File: src/rtl/marker_locator.sv
// Scans one RGB frame and reports the bounding-box centre of red marker pixels
// found in each of the four screen quadrants.
module marker_locator #(
    parameter int         H_ACT  = 800,
    parameter int         V_ACT  = 600,
    parameter logic [9:0] THR_HI = 10'd768,
    parameter logic [9:0] THR_LO = 10'd256
) (
    input  logic        i_clk,
    input  logic        i_rst,
    input  logic        i_frame_start,
    input  logic        i_valid,
    input  logic [31:0] i_data,
    output logic        o_addr_valid,
    output logic [19:0] o_ul_addr,
    output logic [19:0] o_ur_addr,
    output logic [19:0] o_dl_addr,
    output logic [19:0] o_dr_addr,
    output logic [3:0]  o_found,
    output logic        o_busy
);
    typedef enum logic [1:0] {IDLE, SCAN, REPORT} state_t;

    localparam logic [9:0] ROW_LAST = 10'(V_ACT - 1);
    localparam logic [9:0] COL_LAST = 10'(H_ACT - 1);
    localparam logic [9:0] ROW_HALF = 10'(V_ACT / 2);
    localparam logic [9:0] COL_HALF = 10'(H_ACT / 2);

    state_t            state_q, state_d;
    logic [9:0]        row_q, row_d, col_q, col_d;
    // Box index 0..3 = UL, UR, DL, DR
    logic [3:0][9:0]   rmin_q, rmin_d, rmax_q, rmax_d;
    logic [3:0][9:0]   cmin_q, cmin_d, cmax_q, cmax_d;
    logic [3:0]        nz_q, nz_d;
    logic [3:0][19:0]  addr_q, addr_d;
    logic [3:0]        found_q, found_d;
    logic              av_q, av_d;

    logic [3:0][10:0]  rsum, csum;
    logic [3:0][19:0]  mid;
    logic [1:0]        qd;
    logic              is_mark, last_px;
    logic              unused_top;

    assign unused_top = ^i_data[31:30];
    assign is_mark = (i_data[29:20] >= THR_HI) && (i_data[19:10] < THR_LO)
                  && (i_data[9:0] < THR_LO);
    assign qd      = {row_q >= ROW_HALF, col_q >= COL_HALF};
    assign last_px = (row_q == ROW_LAST) && (col_q == COL_LAST);

    for (genvar k = 0; k < 4; k++) begin : g_mid
        assign rsum[k] = {1'b0, rmin_q[k]} + {1'b0, rmax_q[k]};
        assign csum[k] = {1'b0, cmin_q[k]} + {1'b0, cmax_q[k]};
        assign mid[k]  = {rsum[k][10:1], csum[k][10:1]};
    end

    always_comb begin
        state_d = state_q;
        row_d   = row_q;
        col_d   = col_q;
        rmin_d  = rmin_q;
        rmax_d  = rmax_q;
        cmin_d  = cmin_q;
        cmax_d  = cmax_q;
        nz_d    = nz_q;
        addr_d  = addr_q;
        found_d = found_q;
        av_d    = 1'b0;
        case (state_q)
            SCAN: begin
                if (!i_frame_start && i_valid) begin
                    if (is_mark && !nz_q[qd]) begin
                        rmin_d[qd] = row_q;
                        rmax_d[qd] = row_q;
                        cmin_d[qd] = col_q;
                        cmax_d[qd] = col_q;
                        nz_d[qd]   = 1'b1;
                    end else if (is_mark) begin
                        if (row_q < rmin_q[qd]) rmin_d[qd] = row_q;
                        if (row_q > rmax_q[qd]) rmax_d[qd] = row_q;
                        if (col_q < cmin_q[qd]) cmin_d[qd] = col_q;
                        if (col_q > cmax_q[qd]) cmax_d[qd] = col_q;
                    end
                    if (last_px) begin
                        state_d = REPORT;
                    end else if (col_q == COL_LAST) begin
                        col_d = '0;
                        row_d = row_q + 10'd1;
                    end else begin
                        col_d = col_q + 10'd1;
                    end
                end
            end
            REPORT: begin
                av_d    = 1'b1;
                found_d = {nz_q[0], nz_q[1], nz_q[2], nz_q[3]};
                for (int k = 0; k < 4; k++)
                    if (nz_q[k]) addr_d[k] = mid[k];
                state_d = IDLE;
            end
            default: ;
        endcase
        // A frame start restarts the scan from any state, after any report above.
        if (i_frame_start) begin
            state_d = SCAN;
            row_d   = '0;
            col_d   = '0;
            nz_d    = '0;
        end
    end

    always_ff @(posedge i_clk or posedge i_rst) begin
        if (i_rst) begin
            state_q <= IDLE;
            row_q   <= '0;
            col_q   <= '0;
            rmin_q  <= '0;
            rmax_q  <= '0;
            cmin_q  <= '0;
            cmax_q  <= '0;
            nz_q    <= '0;
            addr_q  <= '0;
            found_q <= '0;
            av_q    <= 1'b0;
        end else begin
            state_q <= state_d;
            row_q   <= row_d;
            col_q   <= col_d;
            rmin_q  <= rmin_d;
            rmax_q  <= rmax_d;
            cmin_q  <= cmin_d;
            cmax_q  <= cmax_d;
            nz_q    <= nz_d;
            addr_q  <= addr_d;
            found_q <= found_d;
            av_q    <= av_d;
        end
    end

    assign o_addr_valid = av_q;
    assign o_ul_addr    = addr_q[0];
    assign o_ur_addr    = addr_q[1];
    assign o_dl_addr    = addr_q[2];
    assign o_dr_addr    = addr_q[3];
    assign o_found      = found_q;
    assign o_busy       = (state_q == SCAN);
endmodule

File: config.mk
export PLATFORM = sky130hd
export DESIGN_NAME = marker_locator
export DESIGN_NICKNAME = d
export VERILOG_FILES = /design/src/rtl/marker_locator.sv
export SDC_FILE = /design/constraint.sdc
export NUM_CORES = 1
export LEC_CHECK = 0
export CAP_MARGIN = 20
export CORE_ASPECT_RATIO = 0.5
export CORE_UTILIZATION = 52
export CTS_CLUSTER_DIAMETER = 50
export CTS_CLUSTER_SIZE = 8
export DETAILED_ROUTE_END_ITERATION = 8
export PLACE_DENSITY = 0.68
export SLEW_MARGIN = 5
export SYNTH_ARGS = -nofsm -noshare
export SYNTH_HDL_FRONTEND = slang
export SYNTH_SLANG_ARGS = --single-unit
File: constraint.sdc
create_clock -name i_clk -period 17.14 [get_ports i_clk]
set_clock_uncertainty 0.05 [all_clocks]
set_input_delay 3.428 -clock i_clk [delete_from_list [all_inputs] [get_ports i_clk]]
set_output_delay 3.428 -clock i_clk [all_outputs]
set_load 0.03 [all_outputs]
==> results of run 1 <==
worst register-to-register path, delay by kind of cell, from the launching register on:
kind,cells,cell delay (ns)
compound gates,5,2.08
fa+ha+maj,1,0.31
buf+inv,1,0.54
flops,1,0.68
simple gates,6,1.67
state kept, by name, summed over array words and instances, names as in the netlist, 20 cells and up:
register	flops
cmax_q	40
cmin_q	40
rmax_q	40
rmin_q	40
o_dl_addr	20
o_dr_addr	20
o_ul_addr	20
o_ur_addr	20
kinds of logic after synthesis:
group                    after synthesis
adder cells (fa/ha/maj)              122
multiplexers                         132
flip-flops                           271
XOR/XNOR                              21
AO/OA/AOI/OAI                        348
buffers and inverters                107
AND/OR/NAND/NOR                      607
final timing paths:
| path | depth (start not counted) | slack (ns) | endpoint |
|---|---|---|---|
| min reg2reg | 2 | 0.42 | o_ur_addr[5]$_DFFE_PP0P_ |
| max | 8 | 11.33 | rmin_q[5]$_DFFE_PP0P_ |
| min | 2 | 0.42 | o_ur_addr[5]$_DFFE_PP0P_ |
| max reg2reg | 13 | 11.74 | rmax_q[9]$_DFFE_PP0P_ |
| min in group asynchronous | 2 | 3.34 | o_dr_addr[7]$_DFFE_PP0P_ |
| max in group asynchronous | 3 | 12.26 | o_ur_addr[7]$_DFFE_PP0P_ |
metal layers:
layer  part of all wire (%)  up-vias  track usage, %
li1                       -     6023               -
met1                     49     6515            45.5
met2                     40      436            41.1
met3                    9.4       63            8.43
met4                    1.7        0            6.89
met5                      0        -            2.56
metrics by stage:
step                cells  setup WS [ns]  utilization (%)
floorplan            1608           6.19                -
global placement     2042          10.89             57.4
detailed placement   2042          10.84             57.4
CTS                  2087          11.38             60.9
global route         2087          11.24             60.9
finish               2087          11.33             60.9
area by class of cell:
cell class                      count  area, um2
Clock buffer                       41       1030
Tap cell                          399        499
Timing Repair Buffer              106       1050
Clock inverter                      4       55.1
Fill cell                        2573      11900
Sequential cell                   271       6780
Inverter                           36        143
Multi-Input combinational cell   1230       8970
cells in the final DEF (no fill, tap or decap), types with 17 or more instances in the layout:
master	instances
sky130_fd_sc_hd__o21ai_0	57
sky130_fd_sc_hd__nor2_1	57
sky130_fd_sc_hd__inv_1	34
sky130_fd_sc_hd__ha_1	114
sky130_fd_sc_hd__nand2b_1	24
sky130_fd_sc_hd__dfrtp_1	271
sky130_fd_sc_hd__a21oi_1	47
sky130_fd_sc_hd__nor2b_1	19
sky130_fd_sc_hd__nor3_1	50
sky130_fd_sc_hd__mux2_2	49
sky130_fd_sc_hd__o31ai_1	42
sky130_fd_sc_hd__mux2_1	24
sky130_fd_sc_hd__a32o_1	29
sky130_fd_sc_hd__mux2_4	42
sky130_fd_sc_hd__o21a_1	48
sky130_fd_sc_hd__mux2i_1	17
sky130_fd_sc_hd__clkbuf_16	41
sky130_fd_sc_hd__nand4_1	19
sky130_fd_sc_hd__nand3_1	80
sky130_fd_sc_hd__clkdlybuf4s50_1	95
sky130_fd_sc_hd__nand2_1	273
report_power, final:
group	total [mW]	switching [mW]	internal (mW)	leakage [nW]
Combinational	0.0518	0.0376	0.0143	4.39
Sequential	0.651	0.00698	0.644	3.70
Clock	0.720	0.285	0.435	0.529
==> results.toml, run 1 <==
[drt]
dr_total_vias = 13000
detailedRoute.firstPassIterationCount = 5
remaining_drc_errors = 0
antenna_left = 0
first_iter_violations = 1056
detail_route.wl_per_cell_um = 22.2
drt_wl_total_mm = 46.3
routed_via_density = 6.25

[clock_tree]
cts_setup_buffers = 0
cts_tree = "yes"
clockRootBuffer = "sky130_fd_sc_hd__clkbuf_16"
clock_tree.htree_level_count = 2
clockBufferDepth = 3
clkTransAtPathRegs_ns = 0.05
clock_latency_ns = 0.54
cts_hold_buffers = 0
tritoncts_buffer_count = 40
cts_sinks = 271
post_cts_resize_count = 0

[worst_setup_path]
cp_slowest_cell = "sky130_fd_sc_hd__a21oi_4"
worstPathCellList = "clkdlybuf4s50_1 > buf_4 > and4bb_1 > nand4_4 > nor4b_4 > a31oi_4 > a21oi_4 > mux2_4"
worstSetupEndpointType = "register"
timing_worst_setup_path_type = "input port to register"
crit_path_start_kind = "input port"
regToRegStartpoint = "col_q[4]$_DFFE_PP0P_"
cp_max_fo = 30
worstSetupStartpoint = "i_frame_start"
cpLargestDelayFamily = "simple AND/OR/NAND/NOR gates"
worstPathRequired_ns = 17.51
number_of_buffers_and_inverters_on_the_critical_path = 2
critPathMaxStageDelay_ns = 0.54
cp.arrival_ns = 6.17

[synth]
post_synthesis_sequential_element_count = 271
fraction_of_synthesized_cell_area_taken_by_the_top_area_cell_type_pct = 42.0
synth_top_flop_cell = "sky130_fd_sc_hd__dfrtp_1"
dominant_combinational_cell_family_by_area_after_synthesis = "simple AND/OR/NAND/NOR gates"
post_synth_num_cell_types = 80
postSynthNetCount = 1766
synth-async-reset-ratio_pct = 100
synth_warnings = 0
synth.cells.most_frequent = "sky130_fd_sc_hd__nand2_1, sky130_fd_sc_hd__dfrtp_1, sky130_fd_sc_hd__ha_1"
synth_seq_area_share_pct = 42.0
netlist_instances = 1608
synthesis.area_mm2 = 0.0161
compound_gate_portion_of_the_synthesized_area_pct = 16.3
synth_top_cell_by_area = "sky130_fd_sc_hd__dfrtp_1"
avgSynthCellArea_um2 = 10.0
synth_xor_area_share_pct = 1.14
synth_most_common_cell = "sky130_fd_sc_hd__nand2_1"
synth_mux_area_share_pct = 10.0
synth_enable_flop_cells = 0
yosys.area_share.adder_pct = 9.82
post_synth_main_area_contributors = "sky130_fd_sc_hd__dfrtp_1, sky130_fd_sc_hd__ha_1, sky130_fd_sc_hd__nand2_1, sky130_fd_sc_hd__mux2_4, sky130_fd_sc_hd__mux2_2"
simple_gate_share_of_the_synthesized_area_pct = 18.1

[floorplanning]
ioPinCount = 122
initial_core_util_pct = 53.1
coreArea_mm2 = 0.0304
placementRows = 45
width_of_the_chip_um = 251
die_h_um = 127
die_area_mm2 = 0.0318

[power_and_ir_drop]
irDropWorstVdd_mv = 0.0663
pwr_density_cell_mw_per_mm2 = 76.8
power_mw = 1.42
static-leakage-power_nw = 8.62

[timing]
timing.final.crit_share_pct = 33.9
min_period_ns = 5.81
maxSlewHeadroom_pct = 29.7
finalHoldWorstSlack_ns = 0.420
setup_viol = 0
finalHoldViolations = 0
fmax_mhz = 172
transition_time_of_the_tightest_slew_check_pin_ns = 1.05
rsz0062_at_grt = "false"
finalSetupTns_ns = 0
timing.final.max_slew_violations = 0

[run_status]
outcome = "complete, no violations"

[grt]
vias_in_the_first_global_route = 12800
track_usage_pct = 29.8
grt_first_pass_wirelength_mm = 73.0
global_route.overflow_total = 0
grt_max_degree = 182
number_of_antenna_violations_at_the_first_check_in_global_routing = 0

[final_layout]
layout_stage_area_growth_over_the_synthesis_result_pct = 14.7
layout.cell_area.non_filler_mm2 = 0.0185
drive_gt1_share_pct = 11.6
antenna-diode-count = 0
final_net_count = 1843

[worst_hold_path]
critical_hold_path_startpoint = "o_ur_addr[5]$_DFFE_PP0P_"
worstHoldPathType = "register to register"

[placement]
portBuffers = 95
dp.final_hpwl_mm = 32.5
gp_congestion = 0.950
dpl_cell_area_mm2 = 0.0174

[job]
max_cap_viol_count = 0
(Power assumes the default switching activity.)
==> run 2: changes to the inputs <==
PLACE_DENSITY = 0.71   (was 0.68)
clock period = 4.76 ns   (was 17.14 ns; I/O delays follow)
==> results.toml, run 2 (synthesis results as in run 1) <==
[final_layout]
final_net_count = 1893
layout_stage_area_growth_over_the_synthesis_result_pct = 18.0
drive_gt1_share_pct = 14.1
multi_input_comb_area_mm2 = 0.00897
layout.core_utilization_pct = 62.7
layout.cells.non_filler = 2137
commonest_cells_after_routing_fill_and_taps_aside = "sky130_fd_sc_hd__nand2_1, sky130_fd_sc_hd__dfrtp_1, sky130_fd_sc_hd__ha_1"
layout.cells.most_common = "sky130_fd_sc_hd__nand2_1"
register_area_mm2 = 0.00678
fillers = 2429
antenna-diode-count = 0
layout.cell_area.non_filler_mm2 = 0.0191

[placement]
placedCellCount = 2092
dpl_cell_area_mm2 = 0.0180
gp_congestion = 0.985
portBuffers = 95
dp.final_hpwl_mm = 33.7

[power_and_ir_drop]
share_clk_of_total_power_pct = 49.6
static-leakage-power_nw = 8.92
power.sequential.fraction_pct = 46.3
p_int_mw = 3.88
power.share.switching_pct = 23.3
power_switching_mw = 1.18
gate_power_share_pct = 4.1
irDropWorstVdd_mv = 0.212
pwr_density_cell_mw_per_mm2 = 265

[worst_hold_path]
timing.hold.worst_path_depth = 2
critical_hold_path_startpoint = "o_dl_addr[5]$_DFFE_PP0P_"
worstHoldPathType = "register to register"
whs_endpoint = "o_dl_addr[5]$_DFFE_PP0P_"

[floorplanning]
width_of_the_chip_um = 251
ioPinCount = 122
initial_core_util_pct = 53.1
coreArea_mm2 = 0.0304
die_h_um = 127
die_area_mm2 = 0.0318
placementRows = 45

[timing]
setup_viol = 0
finalHoldViolations = 0
timing.final.max_slew_violations = 0
maxSlewHeadroom_pct = 28.5
finalSetupTns_ns = 0
min_period_ns = 4.18
fmax_mhz = 239
timing.final.crit_share_pct = 87.9
transition_time_of_the_tightest_slew_check_pin_ns = 1.07
finalHoldWorstSlack_ns = 0.422
rsz0062_at_grt = "false"

[worst_setup_path]
timing.rr.end = "cmax_q[26]$_DFFE_PP0P_"
worstPathRequired_ns = 5.13
worst_path_most_repeated_cell = "sky130_fd_sc_hd__a21oi_1"
cp_max_fo = 35
worstPathCellList = "o311a_1 > nor2_4 > buf_12 > nand2_1 > and3_1 > a31oi_1 > ha_1 > nand2b_1 > a21oi_1 > o41ai_1 > a21oi_1 > o21ai_2 > mux2_2"
cp.arrival_ns = 4.55
critPathMaxStageDelay_ns = 0.61
timing_worst_setup_path_type = "register to register"
crit_path_start_kind = "register"
worstSetupEndpointType = "register"
r2r_cells = 13
cp_slowest_cell = "sky130_fd_sc_hd__o21ai_2"
regToRegStartpoint = "col_q[5]$_DFFE_PP0P_"
register_to_register_setup_slack_ns = 0.58

[drt]
drt_wl_total_mm = 46.3
dr_total_vias = 13300
detail_route.wl_per_cell_um = 21.6
routed_via_density = 6.23
detailedRoute.firstPassIterationCount = 5
first_iter_violations = 1352
antenna_left = 0
remaining_drc_errors = 0

[clock_tree]
cts_sinks = 271
clkTransAtPathRegs_ns = 0.05
tritoncts_buffer_count = 40
clock_tree.htree_level_count = 2
cts_setup_buffers = 0
clockRootBuffer = "sky130_fd_sc_hd__clkbuf_16"
clock_latency_ns = 0.54
cts_tree = "yes"
clockBufferDepth = 3
post_cts_resize_count = 0
cts_hold_buffers = 0

[grt]
vias_in_the_first_global_route = 13100
track_usage_pct = 29.8
grt_max_degree = 147
grt_first_pass_wirelength_mm = 73.2
global_route.overflow_total = 0
number_of_antenna_violations_at_the_first_check_in_global_routing = 0

[run_status]
outcome = "complete, no violations"

[job]
max_cap_viol_count = 0
## run 2: layout make-up
type / instances / area share (%)
clock inverter: 5 / 0.309
clock buffer: 40 / 5.25
tap: 399 / 2.62
timing repair buffer: 156 / 8.38
sequential: 271 / 35.6
multi-input combinational: 1230 / 47.1
inverter: 36 / 0.729
## run 2: power groups by stage
stage / Clock [mW] / Sequential (mW) / Combinational [mW]
final: 2.51 / 2.34 / 0.206
after global routing: 2.65 / 2.34 / 0.229
after CTS: 2.55 / 2.34 / 0.207
after detailed placement: 0 / 2.38 / 0.206
after global placement: 0 / 2.38 / 0.201
after floorplan: 0 / 2.37 / 0.133
## run 2: worst max path at each step
stage	start	end	slack, ns	depth (start not counted)
2_1_floorplan	i_rst	cmax_q[0]$_DFFE_PP0P_	0.18	1
6_report	col_q[5]$_DFFE_PP0P_	cmax_q[26]$_DFFE_PP0P_	0.58	13
5_1_grt	col_q[4]$_DFFE_PP0P_	cmax_q[28]$_DFFE_PP0P_	0.35	13
3_3_place_gp	col_q[4]$_DFFE_PP0P_	cmax_q[26]$_DFFE_PP0P_	0.77	13
4_1_cts	col_q[4]$_DFFE_PP0P_	cmax_q[28]$_DFFE_PP0P_	0.64	13
3_5_place_dp	col_q[4]$_DFFE_PP0P_	cmax_q[26]$_DFFE_PP0P_	0.66	13
## run 2: critical path: cells and delay by family (launching register included)
family	cells	cell delay (ns)
compound gates	6	2.04
flops	1	0.56
mux	1	0.42
fa+ha+maj	1	0.16
buf+inv	1	0.22
simple gates	4	0.59
## run 2: per-layer routing
layer | routed length, um | vias up | global-route usage [%] | part of all wire (%)
li1 | - | 6147 | - | -
met2 | 18800 | 494 | 41.3 | 41
met3 | 4600 | 63 | 8.56 | 9.9
met5 | 0 | - | 0 | 0
met4 | 749 | 0 | 6.89 | 1.6
met1 | 22100 | 6607 | 45.5 | 48
## run 2: through the flow
step                power [mW]  worst slack, ns
finish                    5.05            0.576
floorplan                 2.50            0.177
detailed placement        2.58            0.663
global route              5.21            0.354
global placement          2.58            0.766
CTS                       5.09            0.636
